**src/rtl/pipe_drawer.sv**
```systemverilog
// Purpose: turns a pipe (column, gap-top row) pair into a pixel-write stream for the 160x120 VGA plot port.
// Latency: busy and first pixel one cycle after the synchronised game tick; 120*PIPE_W pixels per scan, then a 1-cycle done.
// Backpressure: none -- one pixel per cycle, never stalls; ticks arriving while busy are dropped and flag overrun.
// Optional feature: define PIPE_DRAWER_ERASE_EN to erase the previously drawn column before each redraw.
module pipe_drawer #(
    parameter int         PIPE_W      = 4,
    parameter int         GAP_H       = 30,
    parameter logic [2:0] PIPE_COLOUR = 3'b010,
    parameter logic [2:0] BG_COLOUR   = 3'b000
) (
    input  logic       CLOCK_50,
    input  logic       reset,
    input  logic       game_clk,
    input  logic [8:0] pipe_x,
    input  logic [6:0] pipe_y,
    output logic [7:0] vga_x,
    output logic [6:0] vga_y,
    output logic [2:0] colour,
    output logic       plot,
    output logic       busy,
    output logic       done,
    output logic       overrun
);

    localparam int CW = (PIPE_W > 1) ? $clog2(PIPE_W) : 1;

    typedef enum logic [1:0] {IDLE, ERASE, DRAW, DONE} state_t;

    state_t        state, nxt_state;
    logic [6:0]    row, nxt_row;
    logic [CW-1:0] col, nxt_col;
    logic [8:0]    cur_x, nxt_cur_x;
    logic [6:0]    cur_y, nxt_cur_y;
    logic          sync1, sync2, sync3;
    logic          tick;
    logic          last_col, last_row;
    logic [8:0]    base_x;
    logic [8:0]    pix_col;
    logic          pix_on;
    logic          in_gap;

`ifdef PIPE_DRAWER_ERASE_EN
    // Only the column is remembered: the erase pass covers every row anyway.
    logic [8:0]    prev_x;
    logic          prev_valid;
`endif

    // Bring the slow game tick into CLOCK_50 and keep one stage for edge detection.
    always_ff @(posedge CLOCK_50) begin
        if (reset) begin
            sync1 <= 1'b0;
            sync2 <= 1'b0;
            sync3 <= 1'b0;
        end else begin
            sync1 <= game_clk;
            sync2 <= sync1;
            sync3 <= sync2;
        end
    end

    assign tick     = sync2 & ~sync3;
    assign last_col = (col == CW'(PIPE_W - 1));
    assign last_row = (row == 7'd119);

    // Next-state and scan-counter logic; also decides which pixel the output registers load next.
    always_comb begin
        nxt_state = state;
        nxt_row   = row;
        nxt_col   = col;
        nxt_cur_x = cur_x;
        nxt_cur_y = cur_y;
        case (state)
            IDLE: begin
                if (tick) begin
                    nxt_cur_x = pipe_x;
                    nxt_cur_y = pipe_y;
                    nxt_row   = 7'd0;
                    nxt_col   = '0;
`ifdef PIPE_DRAWER_ERASE_EN
                    nxt_state = prev_valid ? ERASE : DRAW;
`else
                    nxt_state = DRAW;
`endif
                end
            end
            ERASE, DRAW: begin
                if (last_col) begin
                    nxt_col = '0;
                    if (last_row) begin
                        nxt_row   = 7'd0;
                        nxt_state = (state == ERASE) ? DRAW : DONE;
                    end else begin
                        nxt_row = row + 7'd1;
                    end
                end else begin
                    nxt_col = col + CW'(1);
                end
            end
            DONE:    nxt_state = IDLE;
            default: nxt_state = IDLE;
        endcase
    end

    // Pixel for the upcoming cycle: column offset from the erase or draw base, gap test without wrap.
    always_comb begin
`ifdef PIPE_DRAWER_ERASE_EN
        base_x = (nxt_state == ERASE) ? prev_x : nxt_cur_x;
`else
        base_x = nxt_cur_x;
`endif
        pix_col = base_x + 9'(nxt_col);
        pix_on  = (nxt_state == ERASE) || (nxt_state == DRAW);
        in_gap  = ({1'b0, nxt_row} >= {1'b0, nxt_cur_y}) &&
                  ({1'b0, nxt_row} <  ({1'b0, nxt_cur_y} + 8'(GAP_H)));
    end

    // State, counters, captured coordinates and registered pixel outputs.
    always_ff @(posedge CLOCK_50) begin
        if (reset) begin
            state   <= IDLE;
            row     <= 7'd0;
            col     <= '0;
            cur_x   <= 9'd0;
            cur_y   <= 7'd0;
            vga_x   <= 8'd0;
            vga_y   <= 7'd0;
            colour  <= 3'd0;
            plot    <= 1'b0;
            busy    <= 1'b0;
            done    <= 1'b0;
            overrun <= 1'b0;
        end else begin
            state  <= nxt_state;
            row    <= nxt_row;
            col    <= nxt_col;
            cur_x  <= nxt_cur_x;
            cur_y  <= nxt_cur_y;
            vga_x  <= pix_on ? pix_col[7:0] : 8'd0;
            vga_y  <= pix_on ? nxt_row : 7'd0;
            plot   <= pix_on && (pix_col < 9'd160);
            busy   <= (nxt_state != IDLE);
            done   <= (nxt_state == DONE);
            if (!pix_on)
                colour <= 3'd0;
            else if (nxt_state == ERASE || in_gap)
                colour <= BG_COLOUR;
            else
                colour <= PIPE_COLOUR;
            if (tick && state != IDLE)
                overrun <= 1'b1;
        end
    end

`ifdef PIPE_DRAWER_ERASE_EN
    // Remember the finished column so the next redraw can erase it; reset forgets it.
    always_ff @(posedge CLOCK_50) begin
        if (reset) begin
            prev_x     <= 9'd0;
            prev_valid <= 1'b0;
        end else if (state == DONE) begin
            prev_x     <= cur_x;
            prev_valid <= 1'b1;
        end
    end
`endif

endmodule

```
**config.mk**
```make
export PLATFORM = sky130hd
export DESIGN_NAME = pipe_drawer
export DESIGN_NICKNAME = d
export VERILOG_FILES = /design/src/rtl/pipe_drawer.sv
export SDC_FILE = /design/constraint.sdc
export NUM_CORES = 1
export LEC_CHECK = 0
export BUFFER_PORTS_ARGS = -buffer_cell sky130_fd_sc_hd__buf_2
export CORE_MARGIN = 1.5
export CORE_UTILIZATION = 51
export DETAILED_ROUTE_END_ITERATION = 8
export GPL_ROUTABILITY_DRIVEN = 0
export PLACE_DENSITY = 0.73
export SLEW_MARGIN = 40
export SYNTH_ARGS = -nofsm -noshare
export SYNTH_HDL_FRONTEND = slang
export SYNTH_SLANG_ARGS = --single-unit
```
**constraint.sdc**
```tcl
create_clock -name CLOCK_50 -period 4.65 [get_ports CLOCK_50]
set_input_delay 0.2325 -clock CLOCK_50 [delete_from_list [all_inputs] [get_ports CLOCK_50]]
set_output_delay 0.2325 -clock CLOCK_50 [all_outputs]
set_load 0.05 [all_outputs]
```
# [After elaboration in Yosys (flattened, before gate mapping)]
# Index checks and enable logic that the tools add are counted.
[totals] reg_bits=52 output_inout_bits=22 elab_cells=60
[op_classes] n_eq_ne=8 mux=17 add_sub_neg=4 n_reduce_logical=10 magnitude_cmp=3 n_bitwise=3
[ops] op="$mux 7" count=5
[ops] op="$mux 9" count=2
[ops] op="$pmux 7 s2" count=1
[ops] op="$mux 2" count=6
[ops] op="$eq 2x2->1 const B" count=5
[ops] op="$add 9x2->9" count=1
[ops] op="$lt 9x8->1 const B" count=1
[ops] op="$add 7x5->8 const B" count=1
[ops] op="$lt 7x8->1" count=1
[ops] op="$add 7x1->7 const B" count=1
[ops] op="$eq 7x7->1 const B" count=1
[ops] op="$ge 7x7->1" count=1
[ops] op="$pmux 2 s3" count=1
[ops] op="$eq 2x1->1 const B" count=2
[ops] op="$pmux 2 s2" count=1
[ops] op="$reduce_bool 2->1" count=2
[ops] op="$reduce_or 2->1" count=2
[ops] op="$logic_and 1x1->1" count=3
[ops] op="$add 2x1->2 const B" count=1
[ops] op="$logic_not 2->1" count=1
[ops] op="$logic_or 1x1->1" count=2
[ops] op="$not 1->1" count=2
[ops] op="$and 1x1->1" count=1
[ops] op="$mux 1" count=1

# [Depth between registers and ports, before layout]
[logic_depth] ltp_word=9 ltp_mapped=17 ltp_nobuf=15

# [Least setup slack after synthesis]
# OpenSTA, ideal clock, no wires.
[synth_timing] path_kind="register to register" startpoint="register state[0]" endpoint="register colour[1]" setup_slack_ps=1179 stages_incl_launch_ff=17 synth_period_minus_slack_ps=3471 path_buffers=3 arrival_time_ps=3342 path_cell_list="dfxtp_1 inv_1 ha_1 and3b_1 buf_4 buf_2 buf_2 mux2i_1 ha_1 o21ai_0 xor2_1 ha_1 a2111oi_0 a21oi_1 maj3_1 nand2_1 a211oi_1"
[synth_between] elab_chain_cells=9
[synth_lines] item="from (decl)" line_no="29" source="state_t state, nxt_state;"
[synth_lines] item="from (signal assigned)" line_no="133" source="state <= nxt_state;"
[synth_lines] item="parallel branches: the longest is 9 deep, another holds $add 7x5->8"
[synth_lines] item="to (signal assigned)" line_no="144" source="colour <= 3'd0;"
[synth_lines] item="to (signal assigned)" line_no="146" source="colour <= BG_COLOUR;"
[synth_lines] item="to (signal assigned)" line_no="148" source="colour <= PIPE_COLOUR;"
[synth_lines] item="to (decl)" line_no="18" source="output logic [2:0] colour,"
# Several ways; the timed one is not identified.
# A chain may end at the register's enable or synchronous reset.

# [Worst setup path after layout]
# Ends and elaborated chain as after synthesis.

==> flow_metrics.tcl <==
set metrics [dict create \
    outcome "completed" \
    grt_usage 0.211 \
    r2r_start "state[0]" \
    antenna_left 0 \
    crit_arrival_ps 3750 \
    p_per_area_nw_per_um2 307 \
    synth_top_flop_cell "dfxtp_1" \
    antenna_cells 0 \
    hold_viol_final 0 \
    cts_tree "done" \
    grt-ovfl-total 0 \
    syn2layout_area_growth_pct 12.3 \
    yosysWarningCount 0 \
    ys_types 41 \
    die_area_um2 5680 \
    setup_viol 0 \
    cts_resized 0 \
    wl_mm 5.56 \
    async_flop_share 0 \
    die_x_um 75.3 \
    post_cts_buffers 0 \
    syn_inst 318 \
    start_kind "register" \
    r2r_slack_ps 1070 \
    yosysSeqAreaShare 0.375 \
    startpoint "state[0]" \
    vias 2266 \
    p_leak_nw 1.33 \
    worst_hold_slack_ps 132 \
    grt_pass1_wl_mm 9.03 \
    drc 0 \
    fin_setup_tns_ps 0 \
    fmax_mhz 279 \
    synth_area_per_cell_um2 8.39 \
    layout-drive-gt1-share 0.139 \
    vias_per_cell 5.36 \
    synth-seq-cells 50 \
    initial_core_util 0.526 \
    insertion_delay_ps 310 \
    first_iter_violations 95 \
    core-area_um2 5070 \
    tightest_slew_ps 729 \
    clkTransAtPathRegs_ps 90 \
    skew_ps 8.65 \
    numCtsBuffers 5 \
    min_period_over_period 0.771 \
    numPortBuffers 38 \
    syn_area_um2 2670 \
    fin_crit_ps 3580 \
    hold_path_class "input pin to register" \
    rsz0062_at_grt "false" \
    cp-end-kind "register" \
    cts_hold_buf 0 \
    rows 26 \
    synth_edf_count 0 \
    maxCapViolCount 0 \
    die_h_um 75.3 \
    firstDrtPassIters 4 \
    grt_pass1_vias 2061 \
    grt_max_degree 35 \
    cp_max_fo 10 \
    final_common_cell "dfxtp_1" \
    crit_end "colour[1]" \
    clockBufferDepth 2 \
    h-tree-depth 2 \
    cts_num_sinks 50 \
    crit_required_ps 4810 \
    setup.worst_path.class "register to register" \
    finalMaxSlewViolations 0 \
    ir_drop_mv 0.145 \
    finalNetCount 394 \
    dpl.hpwl_mm 4.06 \
    routedWlPerCell_um 13.1 \
    max-slew-margin-rel 0.514 \
    reg2regPathDepth 13 \
    worstReg2RegEnd "colour[1]" \
    root_buffer "clkbuf_8" \
    ioPinCount 41 \
    antenna_found_initial 0 \
    final_cell_mix "dfxtp_1 (50), nor2_1 (44), buf_2 (38), nand2_1 (33), ha_1 (22)" \
]
layer usage:
layer  vias to the layer above  track usage  part of all wire
met2                        64        0.351              0.47
li1                       1151            -                 -
met1                      1046        0.269              0.46
met5                         -            0                 0
met3                         5       0.0450             0.053
met4                         0       0.0794             0.015
where the power goes:
| part | switching (mW) | total [mW] | internal (mW) |
|---|---|---|---|
| logic | 0.133 | 0.198 | 0.0652 |
| clock network | 0.147 | 0.267 | 0.120 |
| registers | 0.00940 | 0.456 | 0.446 |
| total | 0.289 | 0.920 | 0.631 |
worst min-delay path by stage:
stage | start | endpoint | cells past startpoint
after floorplan | game_clk | sync1 | 1
after global placement | sync1 | sync2 | 1
after detailed placement | sync1 | sync2 | 1
after CTS | game_clk | sync1 | 2
after global routing | game_clk | sync1 | 2
final | game_clk | sync1 | 2
metrics by stage:
| stage | power, mW | utilization | setup WS, ps | area [um^2] | instances |
|---|---|---|---|---|---|
| 2_1_floorplan | 0.616 | - | 1180 | 2670 | 319 |
| 3_3_place_gp | 0.660 | 0.572 | 1250 | 2900 | 415 |
| 3_5_place_dp | 0.664 | 0.572 | 1090 | 2900 | 415 |
| 4_1_cts | 0.929 | 0.590 | 1060 | 3000 | 423 |
| 5_1_grt | 0.970 | 0.590 | 737 | 3000 | 423 |
| 6_report | 0.920 | 0.590 | 1070 | 3000 | 423 |
flip-flops by register name, indices dropped and copies added (netlist names), 2 cells and up:
signal	cells
cur_x	9
cur_y	7
vga_x	8
col	2
vga_y	7
row	7
state	2
area by class of cell:
| class | count | area (um^2) |
|---|---|---|
| clock inverters | 2 | 12.5 |
| multi-input cells | 235 | 1530 |
| fillers | 496 | 2080 |
| well taps | 70 | 87.6 |
| repair buffers | 41 | 213 |
| inverters | 19 | 71.3 |
| clock buffers | 6 | 82.6 |
| flip-flops and latches | 50 | 1000 |
cells by family (layout without fill, tap and decap cells):
| kind of cell | after synthesis | in the layout | synth area share |
|---|---|---|---|
| AND/OR/NAND/NOR | 122 | 122 | 0.210 |
| AO/OA/AOI/OAI | 58 | 58 | 0.144 |
| flip-flops | 50 | 50 | 0.375 |
| buffers and inverters | 34 | 68 | 0.0534 |
| adder cells (fa/ha/maj) | 25 | 25 | 0.118 |
| XOR/XNOR | 14 | 14 | 0.0459 |
| multiplexers | 14 | 14 | 0.0525 |
| other | 1 | 2 | 0.00141 |
cells in the mapped netlist, types with 6 or more instances:
library cell,instances,share of area
a21oi_1,18,0.034
clkbuf_1,9,0.013
dfxtp_1,50,0.38
ha_1,22,0.10
inv_1,19,0.027
mux2i_1,14,0.053
nand2_1,33,0.046
nand2b_1,9,0.021
nand3_1,6,0.011
nor2_1,44,0.062
nor2b_1,9,0.021
nor3_1,8,0.015
o21ai_0,7,0.013
xnor2_1,10,0.033
critical path, stage by stage, from the launching register on:
cell and delay, ps:
dfxtp_1 340, inv_1 90, ha_1 310, and3b_1 510, mux2i_1 410, ha_1 250, o21ai_0 130, xor2_1 170
ha_1 220, a2111oi_0 370, a21oi_1 140, maj3_1 360, nand2_1 80, a211oi_1 60
No activity file was read; power rests on OpenSTA's default activity.
